<file path="src/rtl/multicycle_control_fsm_pkg.sv">
// Shared encodings for the multicycle control FSM: state codes, decoder
// instruction types, datapath mux selects and the opcodes the FSM inspects.
package multicycle_control_fsm_pkg;

  typedef enum logic [2:0] {
    STATE_IF   = 3'd0,
    STATE_ID   = 3'd1,
    STATE_EX   = 3'd2,
    STATE_MEM  = 3'd3,
    STATE_WB   = 3'd4,
    STATE_HALT = 3'd5
  } state_e;

  localparam logic [2:0] INSTTYPE_RTYPE  = 3'd0;
  localparam logic [2:0] INSTTYPE_IMM    = 3'd1;  // ADI, ORI
  localparam logic [2:0] INSTTYPE_MEM    = 3'd2;  // LHI, LWD, SWD
  localparam logic [2:0] INSTTYPE_BRANCH = 3'd3;
  localparam logic [2:0] INSTTYPE_JUMP   = 3'd4;
  localparam logic [2:0] INSTTYPE_OUTPUT = 3'd5;
  localparam logic [2:0] INSTTYPE_HALT   = 3'd6;
  localparam logic [2:0] INSTTYPE_NOP    = 3'd7;

  localparam logic [1:0] PCSRC_SEQ    = 2'd0;
  localparam logic [1:0] PCSRC_JUMP   = 2'd1;
  localparam logic [1:0] PCSRC_BRANCH = 2'd2;
  localparam logic [1:0] PCSRC_REG    = 2'd3;

  localparam logic       ALUSRCA_REG  = 1'b0;
  localparam logic [1:0] ALUSRCB_REG  = 2'd0;
  localparam logic [1:0] ALUSRCB_IMM  = 2'd1;
  localparam logic [1:0] ALUSRCB_ZERO = 2'd2;

  localparam logic [1:0] REGWRITESRC_IMM = 2'd0;
  localparam logic [1:0] REGWRITESRC_ALU = 2'd1;
  localparam logic [1:0] REGWRITESRC_MEM = 2'd2;
  localparam logic [1:0] REGWRITESRC_PC  = 2'd3;

  localparam logic [1:0] REGDST_RT = 2'd0;
  localparam logic [1:0] REGDST_RD = 2'd1;
  localparam logic [1:0] REGDST_R2 = 2'd2;

  localparam logic [3:0] OPCODE_BGZ   = 4'd2;
  localparam logic [3:0] OPCODE_BLZ   = 4'd3;
  localparam logic [3:0] OPCODE_LHI   = 4'd6;
  localparam logic [3:0] OPCODE_LWD   = 4'd7;
  localparam logic [3:0] OPCODE_SWD   = 4'd8;
  localparam logic [3:0] OPCODE_JMP   = 4'd9;
  localparam logic [3:0] OPCODE_JAL   = 4'd10;
  localparam logic [3:0] OPCODE_RTYPE = 4'd15;

  localparam logic [5:0] FUNC_TCP = 6'd5;
  localparam logic [5:0] FUNC_JRL = 6'd26;

  // Linking jumps (JAL, JRL) need a WB cycle to store the return address in $2.
  function automatic logic is_link(input logic [3:0] op, input logic [5:0] fn);
    return (op == OPCODE_JAL) || (op == OPCODE_RTYPE && fn == FUNC_JRL);
  endfunction

endpackage

</file>
<file path="src/rtl/mcf_counters.sv">
// Retired-instruction and memory-stall counters; both wrap modulo 2^W.
module mcf_counters #(
  parameter int INST_CNT_W  = 16,
  parameter int STALL_CNT_W = 16
) (
  input  logic                   clk,
  input  logic                   reset,
  input  logic                   retire,
  input  logic                   stall,
  output logic [INST_CNT_W-1:0]  num_inst,
  output logic [STALL_CNT_W-1:0] stall_cycles
);

  // NOTE: sequential state uses non-blocking assignments so every register
  // samples pre-edge values regardless of block ordering.
  always_ff @(posedge clk or posedge reset) begin
    if (reset) begin
      num_inst     <= '0;
      stall_cycles <= '0;
    end else begin
      if (retire) num_inst <= num_inst + INST_CNT_W'(1);
      if (stall)  stall_cycles <= stall_cycles + STALL_CNT_W'(1);
    end
  end

endmodule

</file>
<file path="src/rtl/multicycle_control_fsm.sv">
// Multicycle TSC controller: IF/ID/EX/MEM/WB sequencing with ready
// handshakes on both memories, an absorbing HALT and retire/stall counters.
module multicycle_control_fsm
  import multicycle_control_fsm_pkg::*;
#(
  parameter int INST_CNT_W  = 16,
  parameter int STALL_CNT_W = 16
) (
  input  logic                   clk,
  input  logic                   reset,
  input  logic [3:0]             opcode,
  input  logic [5:0]             func_code,
  input  logic [2:0]             inst_type,
  input  logic                   i_mem_ready,
  input  logic                   d_mem_ready,
  output logic [2:0]             state,
  output logic                   pc_write,
  output logic                   pc_write_cond,
  output logic [1:0]             pc_src,
  output logic                   i_or_d,
  output logic                   i_mem_read,
  output logic                   d_mem_read,
  output logic                   d_mem_write,
  output logic                   ir_write,
  output logic                   alu_mode,
  output logic                   alu_src_a,
  output logic [1:0]             alu_src_b,
  output logic                   alu_src_swap,
  output logic                   reg_write,
  output logic [1:0]             reg_write_src,
  output logic [1:0]             reg_dst,
  output logic                   output_write,
  output logic                   retire,
  output logic                   is_halted,
  output logic [INST_CNT_W-1:0]  num_inst,
  output logic [STALL_CNT_W-1:0] stall_cycles
);

  state_e cur_state, next_state;
  logic   stall;

  always_ff @(posedge clk or posedge reset) begin
    if (reset) cur_state <= STATE_IF;
    else       cur_state <= next_state;
  end

  always_comb begin
    next_state = cur_state;
    case (cur_state)
      STATE_IF:  if (i_mem_ready) next_state = STATE_ID;
      STATE_ID: begin
        case (inst_type)
          INSTTYPE_HALT:                 next_state = STATE_HALT;
          INSTTYPE_NOP, INSTTYPE_OUTPUT: next_state = STATE_IF;
          INSTTYPE_JUMP:
            next_state = is_link(opcode, func_code) ? STATE_WB : STATE_IF;
          default:                       next_state = STATE_EX;
        endcase
      end
      STATE_EX: begin
        case (inst_type)
          INSTTYPE_BRANCH: next_state = STATE_IF;
          INSTTYPE_MEM:
            next_state = (opcode == OPCODE_LHI) ? STATE_WB : STATE_MEM;
          default:         next_state = STATE_WB;
        endcase
      end
      STATE_MEM:
        if (d_mem_ready) next_state = (opcode == OPCODE_LWD) ? STATE_WB : STATE_IF;
      STATE_WB:   next_state = STATE_IF;
      STATE_HALT: next_state = STATE_HALT;
      default:    next_state = STATE_IF;
    endcase
  end

  // NOTE: every output gets a default before the case so no path leaves one
  // unassigned, which would otherwise infer a latch.
  always_comb begin
    pc_write      = 1'b0;
    pc_write_cond = 1'b0;
    pc_src        = PCSRC_SEQ;
    i_or_d        = 1'b0;
    i_mem_read    = 1'b0;
    d_mem_read    = 1'b0;
    d_mem_write   = 1'b0;
    ir_write      = 1'b0;
    alu_mode      = 1'b0;
    alu_src_a     = ALUSRCA_REG;
    alu_src_b     = ALUSRCB_REG;
    alu_src_swap  = 1'b0;
    reg_write     = 1'b0;
    reg_write_src = REGWRITESRC_IMM;
    reg_dst       = REGDST_RT;
    output_write  = 1'b0;
    retire        = 1'b0;
    is_halted     = 1'b0;
    stall         = 1'b0;
    // Reset parks the FSM in IF, whose request would otherwise be visible.
    if (!reset) begin
      case (cur_state)
        STATE_IF: begin
          i_mem_read = 1'b1;
          if (i_mem_ready) begin
            ir_write = 1'b1;
            pc_write = 1'b1;
          end else begin
            stall = 1'b1;
          end
        end
        STATE_ID: begin
          case (inst_type)
            INSTTYPE_HALT, INSTTYPE_NOP: retire = 1'b1;
            INSTTYPE_OUTPUT: begin
              output_write = 1'b1;
              retire       = 1'b1;
            end
            INSTTYPE_JUMP: begin
              pc_write = 1'b1;
              pc_src   = (opcode == OPCODE_JMP || opcode == OPCODE_JAL) ? PCSRC_JUMP
                                                                        : PCSRC_REG;
              retire   = !is_link(opcode, func_code);
            end
            default: ;
          endcase
        end
        STATE_EX: begin
          case (inst_type)
            INSTTYPE_RTYPE: begin
              alu_mode = 1'b1;
              if (func_code == FUNC_TCP) begin
                alu_src_b    = ALUSRCB_ZERO;
                alu_src_swap = 1'b1;
              end
            end
            INSTTYPE_IMM: begin
              alu_mode  = 1'b1;
              alu_src_b = ALUSRCB_IMM;
            end
            INSTTYPE_BRANCH: begin
              alu_mode      = 1'b1;
              pc_src        = PCSRC_BRANCH;
              pc_write_cond = 1'b1;
              retire        = 1'b1;
              if (opcode == OPCODE_BGZ || opcode == OPCODE_BLZ) alu_src_b = ALUSRCB_ZERO;
              alu_src_swap  = (opcode == OPCODE_BLZ);
            end
            INSTTYPE_MEM: alu_src_b = ALUSRCB_IMM;
            default: ;
          endcase
        end
        STATE_MEM: begin
          i_or_d      = 1'b1;
          d_mem_read  = (opcode == OPCODE_LWD);
          d_mem_write = (opcode == OPCODE_SWD);
          if (d_mem_ready) retire = (opcode != OPCODE_LWD);
          else             stall  = 1'b1;
        end
        STATE_WB: begin
          reg_write = 1'b1;
          retire    = 1'b1;
          case (inst_type)
            INSTTYPE_RTYPE: begin
              reg_write_src = REGWRITESRC_ALU;
              reg_dst       = REGDST_RD;
            end
            INSTTYPE_IMM: reg_write_src = REGWRITESRC_ALU;
            INSTTYPE_MEM:
              reg_write_src = (opcode == OPCODE_LHI) ? REGWRITESRC_IMM : REGWRITESRC_MEM;
            INSTTYPE_JUMP: begin
              reg_write_src = REGWRITESRC_PC;
              reg_dst       = REGDST_R2;
            end
            default: ;
          endcase
        end
        STATE_HALT: is_halted = 1'b1;
        default: ;
      endcase
    end
  end

  assign state = cur_state;

  mcf_counters #(
    .INST_CNT_W (INST_CNT_W),
    .STALL_CNT_W(STALL_CNT_W)
  ) u_counters (
    .clk         (clk),
    .reset       (reset),
    .retire      (retire),
    .stall       (stall),
    .num_inst    (num_inst),
    .stall_cycles(stall_cycles)
  );

endmodule
</file>
<file path="config.mk">
export PLATFORM = sky130hd
export DESIGN_NAME = multicycle_control_fsm
export DESIGN_NICKNAME = d
export VERILOG_FILES = /design/src/rtl/multicycle_control_fsm_pkg.sv /design/src/rtl/mcf_counters.sv /design/src/rtl/multicycle_control_fsm.sv
export SDC_FILE = /design/constraint.sdc
export NUM_CORES = 1
export LEC_CHECK = 0
export ABC_AREA = 1
export CAP_MARGIN = 25
export CORE_ASPECT_RATIO = 0.75
export CORE_UTILIZATION = 47
export DETAILED_ROUTE_END_ITERATION = 8
export GPL_TIMING_DRIVEN = 0
export PLACE_DENSITY_LB_ADDON = 0.3
export SYNTH_ARGS = -nofsm -noshare
export SYNTH_HDL_FRONTEND = slang
export SYNTH_SLANG_ARGS = --single-unit
</file>
<file path="constraint.sdc">
create_clock -name clk -period 2.9 [get_ports clk]
set_input_delay 0.725 -clock clk [delete_from_list [all_inputs] [get_ports clk]]
set_output_delay 0.725 -clock clk [all_outputs]
set_load 0.005 [all_outputs]
</file>
======== Word-level counts from Yosys, hierarchy flattened ========
Index checks and enable logic that the tools add are counted.
W data, S select, Z words.
cells by class
  $add $sub $neg .......................... 2
  multiply operators ...................... 0
  divide/modulo/power cells ............... 0
  $lt $le $gt $ge ......................... 0
  equality and inequality tests ........... 25
  shift operators ......................... 0
  mux-type cells .......................... 64
  bitwise operators ....................... 0
  reductions and logical operators ........ 13
operator list
  cell                     number
  $mux W1                  34
  $add A16 B1 Y16 const B  2
  $mux W2                  13
  $eq A3 B3 Y1 const B     6
  $eq A4 B4 Y1 const B     4
  $mux W3                  5
  $pmux W3 S5              1
  $eq A3 B2 Y1 const B     4
  $pmux W2 S3              2
  $pmux W3 S3              1
  $eq A4 B2 Y1 const B     2
  $eq A4 B3 Y1 const B     2
  $pmux W1 S2              4
  $pmux W2 S2              2
  $eq A3 B1 Y1 const B     2
  $eq A6 B3 Y1 const B     1
  $eq A6 B5 Y1 const B     1
  $logic_not A3 Y1         2
  $pmux W3 S2              1
  $reduce_or A2 Y1         3
  $reduce_or A3 Y1         2
  $ne A2 B2 Y1 const B     2
  $ne A4 B3 Y1 const B     1
  $pmux W1 S4              1
  other kinds (4)          6
storage, ports and cells
  bits in registers ....................... 35
  latch bits .............................. 0
  RAM bits ................................ 0
  bits in read-only memories .............. 0
  bits of input ports ..................... 17
  logic and storage cells ................. 107
  memories kept ........................... 0

======== Longest topological paths before layout ========
Gate-level depths: netlist of run 1.
  depth in word-level cells ............... 7
  mapped depth ............................ 12
  gate-level depth less buffers ........... 11

======== Modules after synthesis ========
From an unflattened synthesis of run 1, not the netlist that was laid out.
second synthesis, totals
  cell total of the unflattened synthesis .. 312
  area total of the unflattened synthesis .. 2,306.0 um^2
by module, submodules not included
  module                  instances  cells an instance  area an instance (um^2)  sequential area each (um^2)
  mcf_counters            1          198                1,691.6                  800.8
  multicycle_control_fsm  1          114                614.3                    75.1

======== Least setup slack after synthesis of run 1 ========
No wires, ideal clock.
  path type ............................... input-to-reg
  from .................................... input reset
  to ...................................... register u_counters.num_inst[10]
  setup time .............................. 72 ps
  arrival ................................. 2,493 ps
  data required time ...................... 2,828 ps
  path slack .............................. 335 ps
  stages .................................. 5
  path buffers ............................ 2
  cells stage by stage .................... inv_1 -> buf_2 -> clkbuf_1 -> nand3_1 -> nand2_1
on the way
  cells in the longest elaborated chain, start to end .. 1
RTL lines
  item                  line                          source
  start, declared       multicycle_control_fsm.sv:10  input logic reset,
  $mux W1               multicycle_control_fsm.sv:99  if (!reset) begin
  end signal, assigned  mcf_counters.sv:21            if (retire) num_inst <= num_inst + INST_CNT_W'(1);
  end, declared         mcf_counters.sv:10            output logic [INST_CNT_W-1:0] num_inst,
Every way passes these cells.
A chain may end at the register's enable or synchronous reset.

======== Worst setup path in the final report of run 1 ========
  from .................................... input inst_type[2]
  to ...................................... output pc_src[1]
on the way
  cells in the longest elaborated chain, start to end .. 4
  elaborated cells between the ends (all ways) .. 6
  those cells by class .................... eq/ne (2); mux (4)
RTL lines
  item                                          line                                                          source
  start, declared                               multicycle_control_fsm.sv:13                                  input logic [2:0] inst_type,
  $eq A3 B2 Y1 or $eq A3 B3 Y1 (tied branches)  multicycle_control_fsm.sv:127, multicycle_control_fsm.sv:111
  $mux W2, on equally long branches             multicycle_control_fsm.sv:127, multicycle_control_fsm.sv:111
  $pmux W2 S2 (*)                               multicycle_control_fsm.sv:100                                 case (cur_state)
  $mux W2 (*)                                   multicycle_control_fsm.sv:99
  end, declared                                 multicycle_control_fsm.sv:19                                  output logic [1:0] pc_src,
Mark *: on every way between the ends. The rest lies on a longest branch, timed or not.

==> results of run 1 <==
## stage by stage
step / setup TNS [ns] / util
after floorplan: 0 / -
after global placement: -32.51 / 0.677
after detailed placement: -4.26 / 0.682
after CTS: 0 / 0.714
after global routing: -0.147 / 0.725
final: -0.0532 / 0.725
## routing by layer
| layer | global-route usage | up-vias |
|---|---|---|
| met2 | 0.393 | 73 |
| met1 | 0.304 | 1150 |
| met3 | 0.0590 | 9 |
| met4 | 0.0657 | 0 |
| met5 | 0 | - |
| li1 | - | 1241 |
## how the worst min path moves through the flow
stage,startpoint,endpoint,slack [ns],cells past startpoint
after detailed placement,u_counters.num_inst[13],u_counters.num_inst[13],0.52,2
after global routing,u_counters.num_inst[1],u_counters.num_inst[1],0.57,2
final,u_counters.num_inst[13],u_counters.num_inst[13],0.54,2
after CTS,u_counters.num_inst[13],u_counters.num_inst[13],0.54,2
after global placement,u_counters.num_inst[15],u_counters.num_inst[15],0.51,2
after floorplan,u_counters.num_inst[12],u_counters.num_inst[12],0.51,2
## state kept, by name, indices dropped and copies added (netlist names)
register and flops:
u_counters.num_inst 16, u_counters.stall_cycles 16, state 3
## critical path, stage by stage
cell,delay [ns]
dlygate4sd2_1,0.31
inv_2,0.14
nand3_4,0.09
nor2_1,0.14
inv_1,0.11
a21oi_1,0.19
clkdlybuf4s50_1,0.53
## repair_timing
item | in CTS | in global routing
setup buffers | 5 | 2
hold buffers | 0 | 0
resized for setup | 36 | 14
pin swaps | 5 | 4
endpoints found under the setup margin | 17 | 11
## synth_stat cells
master / count / share of area
nand2_1: 101 / 0.16
nor2_1: 48 / 0.077
nand3_1: 37 / 0.079
inv_1: 36 / 0.058
dfrtp_1: 35 / 0.37
xor2_1: 18 / 0.067
xnor2_1: 9 / 0.034
nor4_1: 7 / 0.019
a21oi_1: 6 / 0.013
o21ai_0: 6 / 0.013
nand4_1: 5 / 0.013
nor3_1: 4 / 0.0086
buf_2: 2 / 0.0043
buf_4: 2 / 0.0064
clkbuf_1: 2 / 0.0032
ha_1: 2 / 0.011
inv_2: 2 / 0.0032
nand2_2: 2 / 0.0053
a211oi_1: 1 / 0.0032
a21boi_0: 1 / 0.0032
a41oi_1: 1 / 0.0037
buf_6: 1 / 0.0048
conb_1: 1 / 0.0016
nand2_4: 1 / 0.0048
nand3_4: 1 / 0.0075
nor2_2: 1 / 0.0027
nor3_2: 1 / 0.0043
o211ai_1: 1 / 0.0032
o21a_1: 1 / 0.0032
o21ai_2: 1 / 0.0037
or2_2: 1 / 0.0027
## area by class of cell
class	count	area, µm²
Clock inverter	3	15.0
Tap cell	57	71.3
Fill cell	362	1270
Inverter	38	143
Sequential cell	35	876
Buffer	6	50.0
Clock buffer	5	68.8
Timing Repair Buffer	80	790
Multi-Input combinational cell	257	1340
## cells by family (layout without fill, tap and decap cells)
family,Yosys count,count (layout),share of synthesized area
AOI/OAI and AO/OA,18,18,0.0460
xor gates and xnor gates,27,27,0.101
adders and majority gates,2,2,0.0107
buffers and inverters,45,132,0.0797
DFF,35,35,0.375
other,1,1,0.00160
and+or+nand+nor,209,209,0.386
## power by group through the flow
stage               Combinational (mW)  Clock, mW  Sequential, mW
floorplan                        0.474          0           0.730
global placement                 0.867          0           0.742
detailed placement               0.891          0           0.745
CTS                              0.933      0.357           0.740
global route                      1.03      0.383           0.757
finish                           0.941      0.350           0.743
==> flow_summary.ini, run 1 <==
[setup_path]
arrival_ns = 2.23
crit_required_ns = 2.17
crit_type = in2out
endpoint = pc_src[1]
crit_start = inst_type[2]
critPathCaptureType = output pin
r2r_end = u_counters.num_inst[11]
r2r_setup_slack_ns = 1.05
r2r-start = state[2]
reg2reg_depth = 12
start_kind = input pin
critPathMaxFanout = 6

[placement]
dp_hpwl_um = 4540
numPortBuffers = 72
place_area_mm2 = 0.00315
place.gp.congestion = 0.896
place_ws_ns = -0.550
place_inst = 467

[route]
drc_errors = 0
routed_wl_um = 6220
met1_length_um = 2770
via_per_inst = 5.14
drtPass1Iterations = 4
vias = 2473
top_layer = met4
drtAntennaViolNets = 0
dr_wl_met3_um = 382
detail_route.wl_per_cell_um = 12.9
drt_iter0_drc = 137
met2_length_um = 3000

[power_and_ir_drop]
p_total_mw = 2.03
power.share.sequential = 0.365
sw_frac_of_total = 0.402
switchingPower_mw = 0.818
p_leak_nw = 1.66
p_int_mw = 1.22
clockPowerShare = 0.172
pwr-share-comb = 0.463
powerDensity_mw_per_mm2 = 607
peakVddDrop_mv = 0.524

[clock_tree]
clkLatencyLatePin_ns = 0.30
htreeDepth = 2
clkSinkCount = 35
numCtsBuffers = 5
cts_tree = done
clk_path_buf_depth = 2
clkTransAtPathRegs_ns = 0.08
clock-root-buffer = clkbuf_8

[floorplan]
io_pins = 74
fp-row-count = 21
design.core.area_mm2 = 0.00462
fp.dieArea_mm2 = 0.00526
die_x_um = 83.5
die_h_um = 63.1
start_util = 0.506

[layout]
fin_nets = 442
drive_gt1_frac = 0.111
final_cells = 481
layout_commonest_cell = nand2_1
n_antenna_cell = 0
design_area_mm2 = 0.00335
layout.cells.most_common_list = 98 x nand2_1, 49 x clkdlybuf4s50_1, 44 x nor2_1
area_delta_synth_final_pct = 43.3

[global_route]
grt_pass1_wl_um = 9950
grt_pass1_vias = 2205
overflow = 0
grt_max_degree = 31
grt_usage = 0.235
antenna_found_initial = 0

[run]
cap_violations = 0

[yosys]
synthCells = 337
netlist_area_mm2 = 0.00234
yosysUniqueCellTypes = 31
ys_seq_elements = 35
seq_area_frac_synth = 0.375
ys.warnings.count = 0
syn_avg_cell_area_um2 = 6.94
synth_nets = 356

[sta]
finalWorstSetupSlack_ns = -0.0532
hold_ws_ns = 0.543
finClkSkew_ns = 0.00631
grt_setup_unrepaired = yes
setup-violations-final = 1
finalCriticalPeriod_ns = 2.95
final-hold-violation-count = 0
max_freq_ghz = 0.339
fin_crit_sh = 1.02
maxSlewViolCount = 0

[status]
status = finished with violations
violations = negative setup slack

[worst_hold_path]
hold_class = reg2reg
Note: power is estimated with default switching activity, not from simulation.
==> run 2, diff against run 1 <==
--- a/config.mk
+++ b/config.mk
@@ -12,6 +12,7 @@
 export DETAILED_ROUTE_END_ITERATION = 8
 export GPL_TIMING_DRIVEN = 0
 export PLACE_DENSITY_LB_ADDON = 0.3
+export SKIP_LAST_GASP = 1
 export SYNTH_ARGS = -nofsm -noshare
 export SYNTH_HDL_FRONTEND = slang
 export SYNTH_SLANG_ARGS = --single-unit
==> run 2 against run 1 <==
The flow now finishes without violations. Global-route usage unchanged. Sequential power is essentially flat. Count of clock-buffer cells in the layout stayed put. Design area shrank 0.56%. Critical path depth decreased by 1. Clock skew grew 0.0023 ns. Combinational power about the same. Largest cell class unchanged. Largest power group unchanged.
==> flow_summary.ini, run 2 (synthesis results as in run 1) <==
[floorplan]
fp.dieArea_mm2 = 0.00526
die_h_um = 63.1
start_util = 0.506
fp-row-count = 21
die_x_um = 83.5
io_pins = 74
design.core.area_mm2 = 0.00462

[setup_path]
crit_start = opcode[0]
cp_top_family = buffers and inverters
cp_slowest_cell = clkdlybuf4s50_1
start_kind = input pin
crit_type = in2out
critPathCaptureType = output pin
worst_path_largest_cell_delay_ns = 0.51
arrival_ns = 2.11
endpoint = pc_src[1]
crit_buf_inv = 2
r2r-start = state[2]
crit_required_ns = 2.17
r2r_setup_slack_ns = 1.10
critPathMaxFanout = 4
reg2reg_depth = 12
r2r_end = u_counters.num_inst[10]
worstPathCellList = dlygate4sd2_1 -> or2_2 -> nand3_1 -> nand2_1 -> a21oi_1 -> clkdlybuf4s50_1
cp.depth = 6

[clock_tree]
htreeDepth = 2
cts_tree = done
postCtsHoldBufs = 0
clkTransAtPathRegs_ns = 0.08
clkLatencyLatePin_ns = 0.30
numCtsBuffers = 5
clock-root-buffer = clkbuf_8
clkSinkCount = 35
clk_path_buf_depth = 2

[power_and_ir_drop]
sw_frac_of_total = 0.400
p_leak_nw = 1.63
clockPowerShare = 0.171
p_int_mw = 1.22
powerDensity_mw_per_mm2 = 610
pwr-share-comb = 0.463
power.share.sequential = 0.366
switchingPower_mw = 0.814
peakVddDrop_mv = 0.522

[placement]
place.gp.congestion = 0.896
dp_hpwl_um = 4540
place_inst = 467
numPortBuffers = 72
place_ws_ns = -0.550

[sta]
final-hold-violation-count = 0
finalWorstSetupSlack_ns = 0.0649
setup-violations-final = 0
finalCriticalPeriod_ns = 2.84
finClkSkew_ns = 0.00856
grt_setup_unrepaired = no
max_freq_ghz = 0.353
fin_crit_sh = 0.978
maxSlewViolCount = 0

[status]
status = finished clean

[global_route]
antenna_found_initial = 0
grt_pass1_wl_um = 9950
overflow = 0
grt_usage = 0.235
grt_pass1_vias = 2209
grt_max_degree = 31

[route]
routed_wl_um = 6080
drtPass1Iterations = 4
via_per_inst = 5.11
vias = 2451
drtAntennaViolNets = 0
drt_iter0_drc = 152
drc_errors = 0
detail_route.wl_per_cell_um = 12.7

[layout]
drive_gt1_frac = 0.111
multiInputGateArea_mm2 = 0.00133
num-fill-cells = 371
area_delta_synth_final_pct = 42.5
layout.cells.most_common_list = 99 x nand2_1, 53 x clkdlybuf4s50_1, 43 x nor2_1
seq_area_um2 = 876
fin_nets = 441
layout_commonest_cell = nand2_1
n_antenna_cell = 0
final_cells = 480

[run]
cap_violations = 0

[worst_hold_path]
hold_class = reg2reg
-- run 2: cell count changes in the layout (fill, tap and decap cells not counted), moves of 2 or more --
cell,delta
dlygate4sd2_1,-4
nor2_2,+2
clkbuf_2,+2
clkdlybuf4s50_1,+4
-- run 2: power groups by stage --
stage	registers, mW	clock network, mW	logic [mW]
6_report	0.744	0.348	0.941
3_3_place_gp	0.742	0	0.867
2_1_floorplan	0.730	0	0.474
4_1_cts	0.740	0.357	0.938
3_5_place_dp	0.745	0	0.891
5_1_grt	0.757	0.383	1.03
-- run 2: layer usage --
metal | global-route usage | up-vias | wire length (µm)
li1 | - | 1236 | -
met1 | 0.303 | 1128 | 2740
met2 | 0.394 | 77 | 2890
met3 | 0.0590 | 10 | 365
met4 | 0.0657 | 0 | 81
met5 | 0 | - | 0
-- run 2: through the flow --
| stage | hold WS (ns) | TNS (ns) | area [µm²] | util | total power, mW |
|---|---|---|---|---|---|
| CTS | 0.541 | -0.183 | 3300 | 0.714 | 2.03 |
| global route | 0.570 | 0 | 3330 | 0.721 | 2.17 |
| global placement | 0.509 | -32.51 | 3130 | 0.677 | 1.61 |
| finish | 0.543 | 0 | 3330 | 0.721 | 2.03 |
| detailed placement | 0.525 | -4.26 | 3150 | 0.682 | 1.64 |
| floorplan | 0.506 | 0 | 2340 | - | 1.20 |
-- run 2: worst min-delay path by stage --
| stage | cells past startpoint | end | slack (ns) | from |
|---|---|---|---|---|
| after floorplan | 2 | u_counters.num_inst[12] | 0.51 | u_counters.num_inst[12] |
| after global placement | 2 | u_counters.num_inst[15] | 0.51 | u_counters.num_inst[15] |
| after detailed placement | 2 | u_counters.num_inst[13] | 0.52 | u_counters.num_inst[13] |
| after CTS | 2 | u_counters.num_inst[13] | 0.54 | u_counters.num_inst[13] |
| after global routing | 2 | u_counters.num_inst[1] | 0.57 | u_counters.num_inst[1] |
| final | 2 | u_counters.num_inst[12] | 0.54 | u_counters.num_inst[12] |
-- run 2: layout make-up --
class	instances	share of cell area
plain buffers	6	0.0154
clock buffers	5	0.0207
clock inverters	3	0.00451
inverters	38	0.0428
multi-input cells	257	0.400
flip-flops and latches	35	0.263
well taps	57	0.0214
repair buffers	79	0.232
-- run 2: tightest hold or removal path: cells and delay by family (launching register included) --
kind | cells | cell delay [ns]
DFF | 1 | 0.40
and+or+nand+nor | 2 | 0.12
-- run 2: repair_timing --
item | 4_1_cts | 5_1_grt
endpoints found under the setup margin | 17 | 12
setup buffers | 5 | 1
pin swaps | 5 | 3
gates resized for setup | 31 | 17
